[config.mk]
export PLATFORM = sky130hd
export DESIGN_NAME = branch_resolve_ctrl
export DESIGN_NICKNAME = d
export VERILOG_FILES = /design/src/rtl/cpu_br_pkg.sv /design/src/rtl/br_hazard_detect.sv /design/src/rtl/branch_resolve_ctrl.sv
export SDC_FILE = /design/constraint.sdc
export NUM_CORES = 1
export LEC_CHECK = 0
export CAP_MARGIN = 30
export CORE_MARGIN = 2
export CORE_UTILIZATION = 35
export DETAILED_ROUTE_END_ITERATION = 10
export PLACE_DENSITY = 0.93
export SYNTH_ARGS = -nofsm -noshare
export SYNTH_HDL_FRONTEND = slang
export SYNTH_HIERARCHICAL = 1
export SYNTH_SLANG_ARGS = --single-unit
export TNS_END_PERCENT = 100
[constraint.sdc]
create_clock -name clk -period 9.3 [get_ports clk]
set_clock_uncertainty 0.1 [all_clocks]
set_input_delay 1.86 -clock clk [delete_from_list [all_inputs] [get_ports clk]]
set_output_delay 1.86 -clock clk [all_outputs]
set_load 0.05 [all_outputs]
[src/rtl/cpu_br_pkg.sv]
// ============================================================================
// Module  : cpu_br_pkg
// Brief   : Shared branch-type codes, FSM encoding and hazard stall constants
//           for the ID-stage branch resolver.
// Revision: 1.0
// ============================================================================
`default_nettype none

package cpu_br_pkg;

    localparam logic [1:0] BR_BEQ  = 2'b00;
    localparam logic [1:0] BR_BNE  = 2'b01;
    localparam logic [1:0] BR_BGEZ = 2'b10;
    localparam logic [1:0] BR_BLTZ = 2'b11;

    localparam logic [1:0] NO_STALL       = 2'd0;
    localparam logic [1:0] LOAD_EX_STALL  = 2'd2;
    localparam logic [1:0] ALU_EX_STALL   = 2'd1;
    localparam logic [1:0] LOAD_MEM_STALL = 2'd1;

    typedef enum logic [0:0] {
        ST_IDLE = 1'b0,
        ST_WAIT = 1'b1
    } br_state_t;

    // Only the two-register compares read rt.
    function automatic logic br_uses_rt(input logic [1:0] br_type);
        return (br_type == BR_BEQ) || (br_type == BR_BNE);
    endfunction

endpackage

`default_nettype wire

[src/rtl/br_hazard_detect.sv]
// ============================================================================
// Module  : br_hazard_detect
// Brief   : Combinational count of stall cycles a branch in ID needs before
//           its source operands can reach the comparator.
// Revision: 1.0
// ============================================================================
`default_nettype none

module br_hazard_detect
    import cpu_br_pkg::*;
(
    input  logic [1:0] id_br_type,
    input  logic [4:0] id_rs,
    input  logic [4:0] id_rt,
    input  logic       ex_wr_en,
    input  logic [4:0] ex_wr_reg,
    input  logic       ex_is_load,
    input  logic       mem_wr_en,
    input  logic [4:0] mem_wr_reg,
    input  logic       mem_is_load,
    output logic [1:0] need
);

    // MEM-stage ALU results are already forwarded, so only a MEM load costs a cycle.
    function automatic logic [1:0] src_need(
        input logic [4:0] r,
        input logic       ex_we,
        input logic [4:0] ex_reg,
        input logic       ex_ld,
        input logic       mem_we,
        input logic [4:0] mem_reg,
        input logic       mem_ld
    );
        logic [1:0] n;
        n = NO_STALL;
        if (r != 5'd0) begin
            if (ex_we && (ex_reg == r))
                n = ex_ld ? LOAD_EX_STALL : ALU_EX_STALL;
            else if (mem_we && (mem_reg == r) && mem_ld)
                n = LOAD_MEM_STALL;
        end
        return n;
    endfunction

    logic [1:0] w_need_rs;
    logic [1:0] w_need_rt;

    always_comb begin
        w_need_rs = src_need(id_rs, ex_wr_en, ex_wr_reg, ex_is_load,
                             mem_wr_en, mem_wr_reg, mem_is_load);
        w_need_rt = NO_STALL;
        if (br_uses_rt(id_br_type))
            w_need_rt = src_need(id_rt, ex_wr_en, ex_wr_reg, ex_is_load,
                                 mem_wr_en, mem_wr_reg, mem_is_load);
        need = (w_need_rs > w_need_rt) ? w_need_rs : w_need_rt;
    end

endmodule

`default_nettype wire

[src/rtl/branch_resolve_ctrl.sv]
// ============================================================================
// Module  : branch_resolve_ctrl
// Brief   : ID-stage branch sequencer: stalls for operand hazards, resolves
//           from comparator flags, drives PC-select / IF flush. Optional
//           statistics counters when BR_STATS_EN is defined.
// Revision: 1.0
// ============================================================================
`default_nettype none

module branch_resolve_ctrl
    import cpu_br_pkg::*;
#(
    parameter int DELAY_SLOT = 1,
    parameter int STAT_W     = 16
) (
    input  logic              clk,
    input  logic              rst_n,
    input  logic              id_br_valid,
    input  logic [1:0]        id_br_type,
    input  logic [4:0]        id_rs,
    input  logic [4:0]        id_rt,
    input  logic              id_kill,
    input  logic              ex_wr_en,
    input  logic [4:0]        ex_wr_reg,
    input  logic              ex_is_load,
    input  logic              mem_wr_en,
    input  logic [4:0]        mem_wr_reg,
    input  logic              mem_is_load,
    input  logic              cmp_equal,
    input  logic              cmp_bgez,
    output logic              stall,
    output logic              br_taken,
    output logic              if_flush,
    output logic [STAT_W-1:0] stat_br,
    output logic [STAT_W-1:0] stat_taken,
    output logic [STAT_W-1:0] stat_stall
);

    br_state_t  r_state;
    br_state_t  w_state_nxt;
    logic [1:0] r_cnt;
    logic [1:0] w_cnt_nxt;
    logic [1:0] w_need;
    logic       w_resolve;
    logic       w_cond;

    br_hazard_detect u_hazard (
        .id_br_type  (id_br_type),
        .id_rs       (id_rs),
        .id_rt       (id_rt),
        .ex_wr_en    (ex_wr_en),
        .ex_wr_reg   (ex_wr_reg),
        .ex_is_load  (ex_is_load),
        .mem_wr_en   (mem_wr_en),
        .mem_wr_reg  (mem_wr_reg),
        .mem_is_load (mem_is_load),
        .need        (w_need)
    );

    always_ff @(posedge clk) begin
        if (!rst_n) begin
            r_state <= ST_IDLE;
            r_cnt   <= 2'd0;
        end else begin
            r_state <= w_state_nxt;
            r_cnt   <= w_cnt_nxt;
        end
    end

    // The hazard count is only consulted on entry from IDLE; WAIT just counts down.
    always_comb begin
        w_state_nxt = r_state;
        w_cnt_nxt   = r_cnt;
        stall       = 1'b0;
        w_resolve   = 1'b0;
        if (!rst_n) begin
            w_state_nxt = ST_IDLE;
            w_cnt_nxt   = 2'd0;
        end else if (id_kill) begin
            w_state_nxt = ST_IDLE;
            w_cnt_nxt   = 2'd0;
        end else begin
            case (r_state)
                ST_IDLE: begin
                    if (id_br_valid) begin
                        if (w_need == NO_STALL) begin
                            w_resolve = 1'b1;
                        end else begin
                            stall       = 1'b1;
                            w_cnt_nxt   = w_need - 2'd1;
                            w_state_nxt = ST_WAIT;
                        end
                    end
                end
                ST_WAIT: begin
                    if (r_cnt != 2'd0) begin
                        stall     = 1'b1;
                        w_cnt_nxt = r_cnt - 2'd1;
                    end else begin
                        w_resolve   = 1'b1;
                        w_state_nxt = ST_IDLE;
                    end
                end
                default: begin
                    w_state_nxt = ST_IDLE;
                    w_cnt_nxt   = 2'd0;
                end
            endcase
        end
    end

    always_comb begin
        w_cond = 1'b0;
        case (id_br_type)
            BR_BEQ:  w_cond = cmp_equal;
            BR_BNE:  w_cond = !cmp_equal;
            BR_BGEZ: w_cond = cmp_bgez;
            BR_BLTZ: w_cond = !cmp_bgez;
            default: w_cond = 1'b0;
        endcase
    end

    assign br_taken = w_resolve & w_cond;
    assign if_flush = br_taken & (DELAY_SLOT == 0);

`ifdef BR_STATS_EN
    localparam logic [STAT_W-1:0] STAT_MAX = {STAT_W{1'b1}};
    localparam logic [STAT_W-1:0] STAT_ONE = STAT_W'(1);

    always_ff @(posedge clk) begin
        if (!rst_n) begin
            stat_br    <= '0;
            stat_taken <= '0;
            stat_stall <= '0;
        end else begin
            if (w_resolve && (stat_br != STAT_MAX))
                stat_br <= stat_br + STAT_ONE;
            if (br_taken && (stat_taken != STAT_MAX))
                stat_taken <= stat_taken + STAT_ONE;
            if (stall && (stat_stall != STAT_MAX))
                stat_stall <= stat_stall + STAT_ONE;
        end
    end
`else
    assign stat_br    = '0;
    assign stat_taken = '0;
    assign stat_stall = '0;
`endif

endmodule

`default_nettype wire
==> results of run 1 <==
-- cell type report --
class	count	area (sq um)
timing repair buffer	33	330
fill	269	1530
sequential	3	60.1
inverter	3	11.3
clock buffer	4	26.3
multi-input combinational	121	739
tap	31	38.8
-- power by group through the flow --
| stage | combinational [mW] | clock (mW) | sequential (mW) |
|---|---|---|---|
| floorplan | 0.0733 | 0 | 0.0132 |
| global placement | 0.0756 | 0 | 0.0132 |
| detailed placement | 0.0769 | 0 | 0.0132 |
| global route | 0.0812 | 0.0253 | 0.0130 |
| CTS | 0.0771 | 0.0241 | 0.0130 |
| finish | 0.0775 | 0.0229 | 0.0130 |
-- worst paths after layout --
| check | endpoint | slack [ns] | depth (start not counted) |
|---|---|---|---|
| worst max register to register | r_state$_DFF_P_ | 8.19 | 2 |
| worst min-delay path | r_cnt[1]$_SDFFE_PP0P_ | 0.43 | 2 |
| worst min register to register | r_cnt[1]$_SDFFE_PP0P_ | 0.43 | 2 |
| worst max-delay path | stall | 1.67 | 14 |
-- logic make-up (layout without fill, tap and decap cells) --
group,count (synthesis),after routing,synth area share
buffers and inverters,52,40,0.380
AND/OR/NAND/NOR,35,35,0.227
XOR/XNOR,21,21,0.184
AO/OA/AOI/OAI,9,9,0.0526
multiplexers,4,4,0.0551
adder cells (fa/ha/maj),3,3,0.0376
flip-flops,3,3,0.0602
other,1,49,0.00376
-- sequential cells by signal (all words and copies together) (netlist names) --
| register | count |
|---|---|
| r_cnt | 2 |
| r_state | 1 |
-- cell usage after synthesis (2+ instances only) --
cell       n
nand3_1    4
mux2_2     2
nand2_1    4
nand4_1    4
nor2_1     7
ha_1       3
o21ai_0    2
xnor2_1   13
a21oi_1    3
xor2_1     8
dfxtp_1    3
nor3_1     3
buf_4     49
nand2b_1   2
inv_1      3
nand3b_1   3
-- tightest hold or removal path, cell delays in order, from the launching register on --
cell and delay (ns):
dfxtp_1 0.31, o211ai_1 0.10, a21oi_1 0.07
-- through the flow --
step	worst slack, ns	hold WS (ns)	power, mW	util
2_1_floorplan	2.61	0.378	0.0865	-
3_3_place_gp	1.88	0.400	0.0888	0.432
3_5_place_dp	1.68	0.418	0.0901	0.432
4_1_cts	1.67	0.427	0.114	0.441
5_1_grt	1.41	0.446	0.120	0.441
6_report	1.67	0.434	0.113	0.441
-- metal layers --
metal	GRT usage	part of all wire	vias to the layer above
li1	-	-	399
met1	0.130	0.32	387
met2	0.239	0.54	72
met3	0.0113	0.11	6
met4	0.0631	0.030	0
met5	0	0	-
==> metrics, run 1 <==
Crit-path slowest cell=clkdlybuf4s50_1; All-Layer GR Usage=0.124; Comb power frac=0.683; Pleak=0.514 nW; CP cell instances=clkdlybuf4s50_1 -> xor2_1 -> nor3_2 -> nand4_4 -> mux2i_4 -> ha_1 -> inv_1 -> o21ai_0 -> nand2_1 -> o22ai_1 -> o21ai_0 -> mux2_2 -> nor2_1 -> clkdlybuf4s50_1; PD cells=94.1 mW/mm^2; First-pass DRT Iterations=4; largest net degree at the start of global routing=9; die area=between 0.003 and 0.004 sq mm; # diodes=0; Cells after DPL=191; hold_buf cts=0; Synth Flop Type=dfxtp_1; FP Rows=19; drt first-iter violations=19; CTS clk-pin slew, worst paths=around 0.040 ns; Hold Path Class=register to register; Synth area leaders=buf_4, xnor2_1, xor2_1; Sw Pwr=64.6 uW; Fmax=131 MHz; CTS root buffer=clkbuf_4; post-CTS setup buffers=0; most common library cell in the layout ignoring fill and taps=conb_1; Core ar.=0.00273 sq mm; number of global-route vias before repair=744; Final GP Congestion=0.848; yosys warns=6; Max Root-Sink Buffers=2; Synth-to-Final Area Change=20.8%; layout cell share with drive strength beyond 1=0.0732; status=complete, no violations; startpoint types=input port; overall routed net length=2.07 mm; num ports=83; total CTS buffers=3; DRC=0; RR Startpoint=r_state$_DFF_P_; via/cell ratio=4.43; RSZ-0062 raised after global routing=false; worst vdd ir=0.0648 mV; Vias=864; min-delay src=r_cnt[1]$_SDFFE_PP0P_; global-route wire length before repair=3.23 mm; crit share post-route=0.821; crit-path max cell delay=0.82 ns; Critical Path RT=7.34 ns; initial core utilization=0.365; antenna viol nets, final=0; layout net count=200; final global-route overflow total=0; Routed WL per cell=10.6 um; top cell type's share of synthesized area=0.368; Yosys top cell by area=buf_4; Crit Path Category=input port to output port; endpoints failing setup=0; TNS Setup=0 ns; Crit. End Element=output port; number of synthesized flops with an enable pin=0; post-route cell area=0.00121 sq mm; Die Span X=approximately 57 um; syn_area_per_cell=7.80 sq um; Post-CTS Resized=0; CTS tree=built; WP data arrival=5.67 ns; most frequent cells in the layout=conb_1, clkdlybuf4s50_1, xnor2_1; sequential share of power=0.115; Critical Path Start=id_rs[0]; FF+latch count, synth=3; cell count after synthesis=roughly 130; FFs w/ async S/R, synth=0; Switching Fraction=0.569; crit-path leading delay family=buffers and inverters; max cap viols=0; final non-filler cell total=195; Internal=between 40 and 50 uW; clock power share=0.202; CP max FO=5; post-synthesis sequential area ratio=0.0602; Slew Viols, Final=0; Placed Area=~0.0012 sq mm; Worst Tran Pin Value=approximately 0.5 ns; initial antenna violation count=0; min Tclk post-route=7.63 ns; IO buf count=33; detailed-placement wirelength estimate=1.84 mm; final hold vios=0; mapped cell area=around 1000 sq um; max_slew headroom=0.667; Yosys cell types=31; CTS Sinks=3; H-tree depth reported by CTS=1; Die Span Y=57.4 um; Worst-Skew Late Latency=0.23 ns; Buf+Inv Stages, Crit Path=3
Note: power is estimated with default switching activity, not from simulation.
==> run 2: changes to the inputs <==
--- a/config.mk
+++ b/config.mk
@@ -7,9 +7,9 @@
 export LEC_CHECK = 0
 export CAP_MARGIN = 30
 export CORE_MARGIN = 2
-export CORE_UTILIZATION = 35
+export CORE_UTILIZATION = 30
 export DETAILED_ROUTE_END_ITERATION = 10
-export PLACE_DENSITY = 0.93
+export PLACE_DENSITY = 0.86
 export SYNTH_ARGS = -nofsm -noshare
 export SYNTH_HDL_FRONTEND = slang
 export SYNTH_HIERARCHICAL = 1
==> constraint.sdc (replaced) <==
create_clock -name clk -period 6.1 [get_ports clk]
set_clock_uncertainty 0.1 [all_clocks]
set_input_delay 1.22 -clock clk [delete_from_list [all_inputs] [get_ports clk]]
set_output_delay 1.22 -clock clk [all_outputs]
set_load 0.05 [all_outputs]
==> metrics, run 2 (synthesis results as in run 1) <==
TNS Setup=0 ns (unchanged); Slew Viols, Final=0 (unchanged); CTS clk-pin slew, worst paths=0.04 ns (about the same); DRC=0 (unchanged); RR Startpoint=r_state$_DFF_P_; num ports=83 (unchanged); # diodes=0 (unchanged); max reg flops=2 (unchanged); met2 wire len=1.06 mm (-4.7%); Critical Path Start=id_rt[3]; First-pass DRT Iterations=4 (unchanged); Critical Path RT=4.78 ns (-2.56 ns); Post-CTS Resized=0 (unchanged); Final GP Congestion=0.778 (-8.3%); most frequent cells in the layout=conb_1, clkdlybuf4s50_1, xnor2_1; Pleak=0.522 nW (+1.5%); Worst-Skew Late Latency=0.24 ns (about the same); post-CTS setup buffers=0 (unchanged); Metal-1 WL=782 um (+18%); max cap viols=0 (unchanged); metal3 WL=124 um (-45%); most common library cell in the layout ignoring fill and taps=conb_1; status=complete, no violations; largest net degree at the start of global routing=9 (unchanged); CTS tree=built; Fmax=about 180 MHz; layout net count=200 (unchanged); FP Rows=20 (+1); Crit. End Element=output port; CTS root buffer=clkbuf_4; detailed-placement wirelength estimate=1.80 mm (-2.3%); Vias=811 (-6.1%); layout cell share with drive strength beyond 1=0.0915 (+0.0183); post-route cell area=0.00124 sq mm (+2.5%); Crit Path Category=input port to output port; final global-route overflow total=0 (unchanged); Biggest register=r_cnt; die area=0.00381 sq mm (+15%); All-Layer GR Usage=0.105 (-0.0189); drt first-iter violations=11 (-8); RSZ-0062 raised after global routing=false; number of global-route vias before repair=700 (-5.9%); antenna viol nets, final=0 (unchanged); global-route wire length before repair=2.98 mm (-7.7%); endpoints failing setup=0 (unchanged); Die Span X=61.7 um (+7.5%); worst vdd ir=0.0522 mV (-19%); CP max FO=5 (unchanged); WP data arrival=4.38 ns (-1.29 ns); hold_buf cts=0 (unchanged); PD cells=141 mW/mm^2 (+50%); IO buf count=33 (unchanged); min-delay src=r_cnt[1]$_SDFFE_PP0P_; crit share post-route=0.934; Regs by FF count=r_cnt: 2 flops, r_state: 1 flops; H-tree depth reported by CTS=1 (unchanged); top sig layer=met4; Synth-to-Final Area Change=23.8%; CTS Sinks=3 (unchanged); via/cell ratio=3.90 (-12%); Placed Area=0.00120 sq mm (+2.0%); Hold Path Class=register to register; total CTS buffers=3 (unchanged); min Tclk post-route=5.70 ns; Core ar.=0.00310 sq mm (+14%); Max Root-Sink Buffers=2 (unchanged); initial core utilization=0.322 (-0.0434); overall routed net length=1.99 mm (-4.1%); Routed WL per cell=9.54 um (-10%); final hold vios=0 (unchanged); Die Span Y=61.7 um (+7.5%); startpoint types=input port; initial antenna violation count=0 (unchanged)
run 2: worst max-delay path, stage by stage:
cell and delay [ns]:
clkdlybuf4s50_1 0.47, xor2_1 0.17, nor4_1 0.37, nand4_1 0.14
mux2_2 0.30, nor2b_1 0.14, ha_1 0.14, inv_1 0.04
o21ai_1 0.20, nand2_1 0.10, o22ai_2 0.24, o21ai_0 0.17
mux2_2 0.28, nor2_1 0.21, buf_12 0.18
run 2: metrics by stage:
| step | instances | power, mW | util | setup slack [ns] | hold slack (ns) |
|---|---|---|---|---|---|
| finish | 208 | 0.174 | 0.398 | 0.402 | 0.420 |
| detailed placement | 204 | 0.137 | 0.388 | 0.234 | 0.418 |
| floorplan | 176 | 0.132 | - | 0.690 | 0.378 |
| CTS | 208 | 0.175 | 0.396 | 0.230 | 0.423 |
| global route | 208 | 0.183 | 0.398 | 0.0923 | 0.447 |
| global placement | 204 | 0.136 | 0.388 | 0.419 | 0.401 |
run 2: final cells by class:
cell class | count | area, sq um
clock buffer | 4 | 26.3
fill | 328 | 1870
inverter | 3 | 11.3
multi-input combinational | 121 | 746
sequential | 3 | 60.1
tap | 44 | 55.1
timing repair buffer | 33 | 338
run 2: path summary, 6_finish.rpt:
check | to | slack [ns] | cells after the start
worst min register to register | r_cnt[0]$_SDFFE_PP0P_ | 0.42 | 2
worst max register to register | r_state$_DFF_P_ | 4.86 | 2
worst min-delay path | r_cnt[0]$_SDFFE_PP0P_ | 0.42 | 2
worst max-delay path | stall | 0.40 | 15
run 2: layer usage:
metal | track usage | vias up
li1 | - | 402
met1 | 0.123 | 362
met2 | 0.198 | 45
met3 | 0.0124 | 2
met4 | 0.0274 | 0
met5 | 0 | -
run 2: power by group:
part	internal, mW	switching [mW]
clock	0.0246	0.0118
sequential	0.0198	0.0000753
combinational	0.0302	0.0875
==> run 3: changes to the inputs <==
--- a/config.mk
+++ b/config.mk
@@ -9,6 +9,7 @@
 export CORE_MARGIN = 2
 export CORE_UTILIZATION = 30
 export DETAILED_ROUTE_END_ITERATION = 10
+export GPL_TIMING_DRIVEN = 0
 export PLACE_DENSITY = 0.86
 export SYNTH_ARGS = -nofsm -noshare
 export SYNTH_HDL_FRONTEND = slang
==> metrics, run 3 (synthesis results as in run 1) <==
number of global-route vias before repair=840 (+20%); initial core utilization=0.322 (unchanged); Hold Path Class=register to register; Buf+Inv Stages, Crit Path=3 (unchanged); # diodes=0 (unchanged); crit-path leading delay family=simple AND/OR/NAND/NOR gates; CP max FO=5 (unchanged); final hold vios=0 (unchanged); max reg flops=2 (unchanged); global-route wire length before repair=3.46 mm (+16%); status=complete, no violations; Die Span X=61.7 um (unchanged); TNS Setup=0 ns (unchanged); antenna viol nets, final=0 (unchanged); Crit-path slowest cell=clkdlybuf4s15_1; First-pass DRT Iterations=4 (unchanged); CTS root buffer=clkbuf_4; drt first-iter violations=16 (+5); Biggest register=r_cnt; Final GP Congestion=0.786 (+1.0%); endpoints failing setup=0 (unchanged); overall routed net length=2.20 mm (+11%); min Tclk post-route=5.81 ns (+0.108 ns); layout net count=249 (+25%); detailed-placement wirelength estimate=2.02 mm (+12%); initial antenna violation count=0 (unchanged); Die Span Y=61.7 um (unchanged); Synth-to-Final Area Change=58.8%; Slew Viols, Final=0 (unchanged); CTS Sinks=3 (unchanged); max cap viols=0 (unchanged); total power=198 uW (+14%); post-CTS setup buffers=0 (unchanged); WP data arrival=4.49 ns (+0.11 ns); Fmax=172 MHz (-1.9%); crit share post-route=0.952 (+0.0178); layout cell share with drive strength beyond 1=0.291 (+0.200); worst vdd ir=0.0503 mV (-3.8%); crit-path max cell delay=0.52 ns (+0.05 ns); via/cell ratio=3.67 (-5.9%); hold_buf cts=0 (unchanged); startpoint types=input port; final global-route overflow total=0 (unchanged); num ports=83 (unchanged); largest net degree at the start of global routing=9 (unchanged); H-tree depth reported by CTS=1 (unchanged); Worst-Skew Late Latency=0.24 ns (about the same); All-Layer GR Usage=0.123 (+0.0184); PD cells=125 mW/mm^2 (-11%); FP Rows=20 (unchanged); Core ar.=0.00310 sq mm (unchanged); Crit. End Element=output port; Regs by FF count=r_cnt: 2 flops, r_state: 1 flops; Crit Path Category=input port to output port; total CTS buffers=3 (unchanged); DRC=0 (unchanged); Critical Path RT=4.78 ns (about the same); Max Root-Sink Buffers=2 (unchanged); fillers=326 (-0.61%); Routed WL per cell=8.56 um (-10%); most frequent cells in the layout=buf_4, conb_1, clkdlybuf4s50_1; Pleak=0.784 nW (+50%); Vias=943 (+16%); RSZ-0062 raised after global routing=false; CTS clk-pin slew, worst paths=0.04 ns (about the same); CTS tree=built; CP cell instances=clkdlybuf4s50_1 -> xor2_1 -> nor4_1 -> nand4_1 -> mux2_2 -> nor2b_1 -> ha_1 -> inv_1 -> o21ai_0 -> nand2_1 -> o22ai_1 -> nor4b_2 -> a21oi_1 -> nor3_1 -> clkdlybuf4s15_1; die area=0.00381 sq mm (unchanged); IO buf count=33 (unchanged)
==> run 3: changes by cell type in the layout (fill, tap and decap cells not counted), sizes merged <==
cell and change:
clkbuf +1, buf +47, clkdlybuf4s15 +1
==> run 3: metal layers <==
metal  part of all wire  wire [um]  GRT usage
met5                  0          0          0
met4              0.043         95     0.0790
met3              0.082        181     0.0228
met2               0.52       1140      0.221
met1               0.36        786      0.131
==> run 3: what timing repair did <==
action,in CTS,in global routing
gates cloned,0,0
resized for setup,2,3
endpoints found under the setup margin,2,2
==> run 3: area by class of cell <==
type,count,area [sq um],area share
Multi-Input combinational cell,121,739,0.466
Buffer,49,368,0.232
Timing Repair Buffer,33,325,0.205
Sequential cell,3,60.1,0.0379
Tap cell,44,55.1,0.0347
Clock buffer,4,26.3,0.0166
Inverter,3,11.3,0.00710
==> run 3: worst min-delay path: cells and delay by family, from the launching register on <==
kind,cells,cell delay [ns]
compound gates,2,0.14
flops,1,0.31
==> run 3: final timing paths <==
kind / cells past startpoint / to / start / slack, ns
worst max register to register: 2 / r_state$_DFF_P_ / r_state$_DFF_P_ / 4.99
worst max-delay path: 15 / br_taken / id_rt[3] / 0.29
worst min register to register: 2 / r_cnt[1]$_SDFFE_PP0P_ / r_cnt[1]$_SDFFE_PP0P_ / 0.41
worst min-delay path: 2 / r_cnt[1]$_SDFFE_PP0P_ / r_cnt[1]$_SDFFE_PP0P_ / 0.41
==> run 3: power breakdown <==
part | switching [mW] | leakage [nW] | internal, mW
clock network | 0.0113 | 0.0150 | 0.0246
registers | 0.0000730 | 0.0242 | 0.0198
logic | 0.0912 | 0.745 | 0.0516
total | 0.103 | 0.784 | 0.0959
==> run 3: through the flow <==
step | worst slack, ns | util | instance area [sq um] | instances | hold WS [ns]
5_1_grt | 0.00333 | 0.511 | 1590 | 257 | 0.478
4_1_cts | 0.0707 | 0.512 | 1590 | 257 | 0.412
6_report | 0.293 | 0.511 | 1590 | 257 | 0.415
3_3_place_gp | -0.115 | 0.504 | 1560 | 253 | 0.399
3_5_place_dp | -0.206 | 0.504 | 1560 | 253 | 0.407
2_1_floorplan | 0.690 | - | 1180 | 176 | 0.378
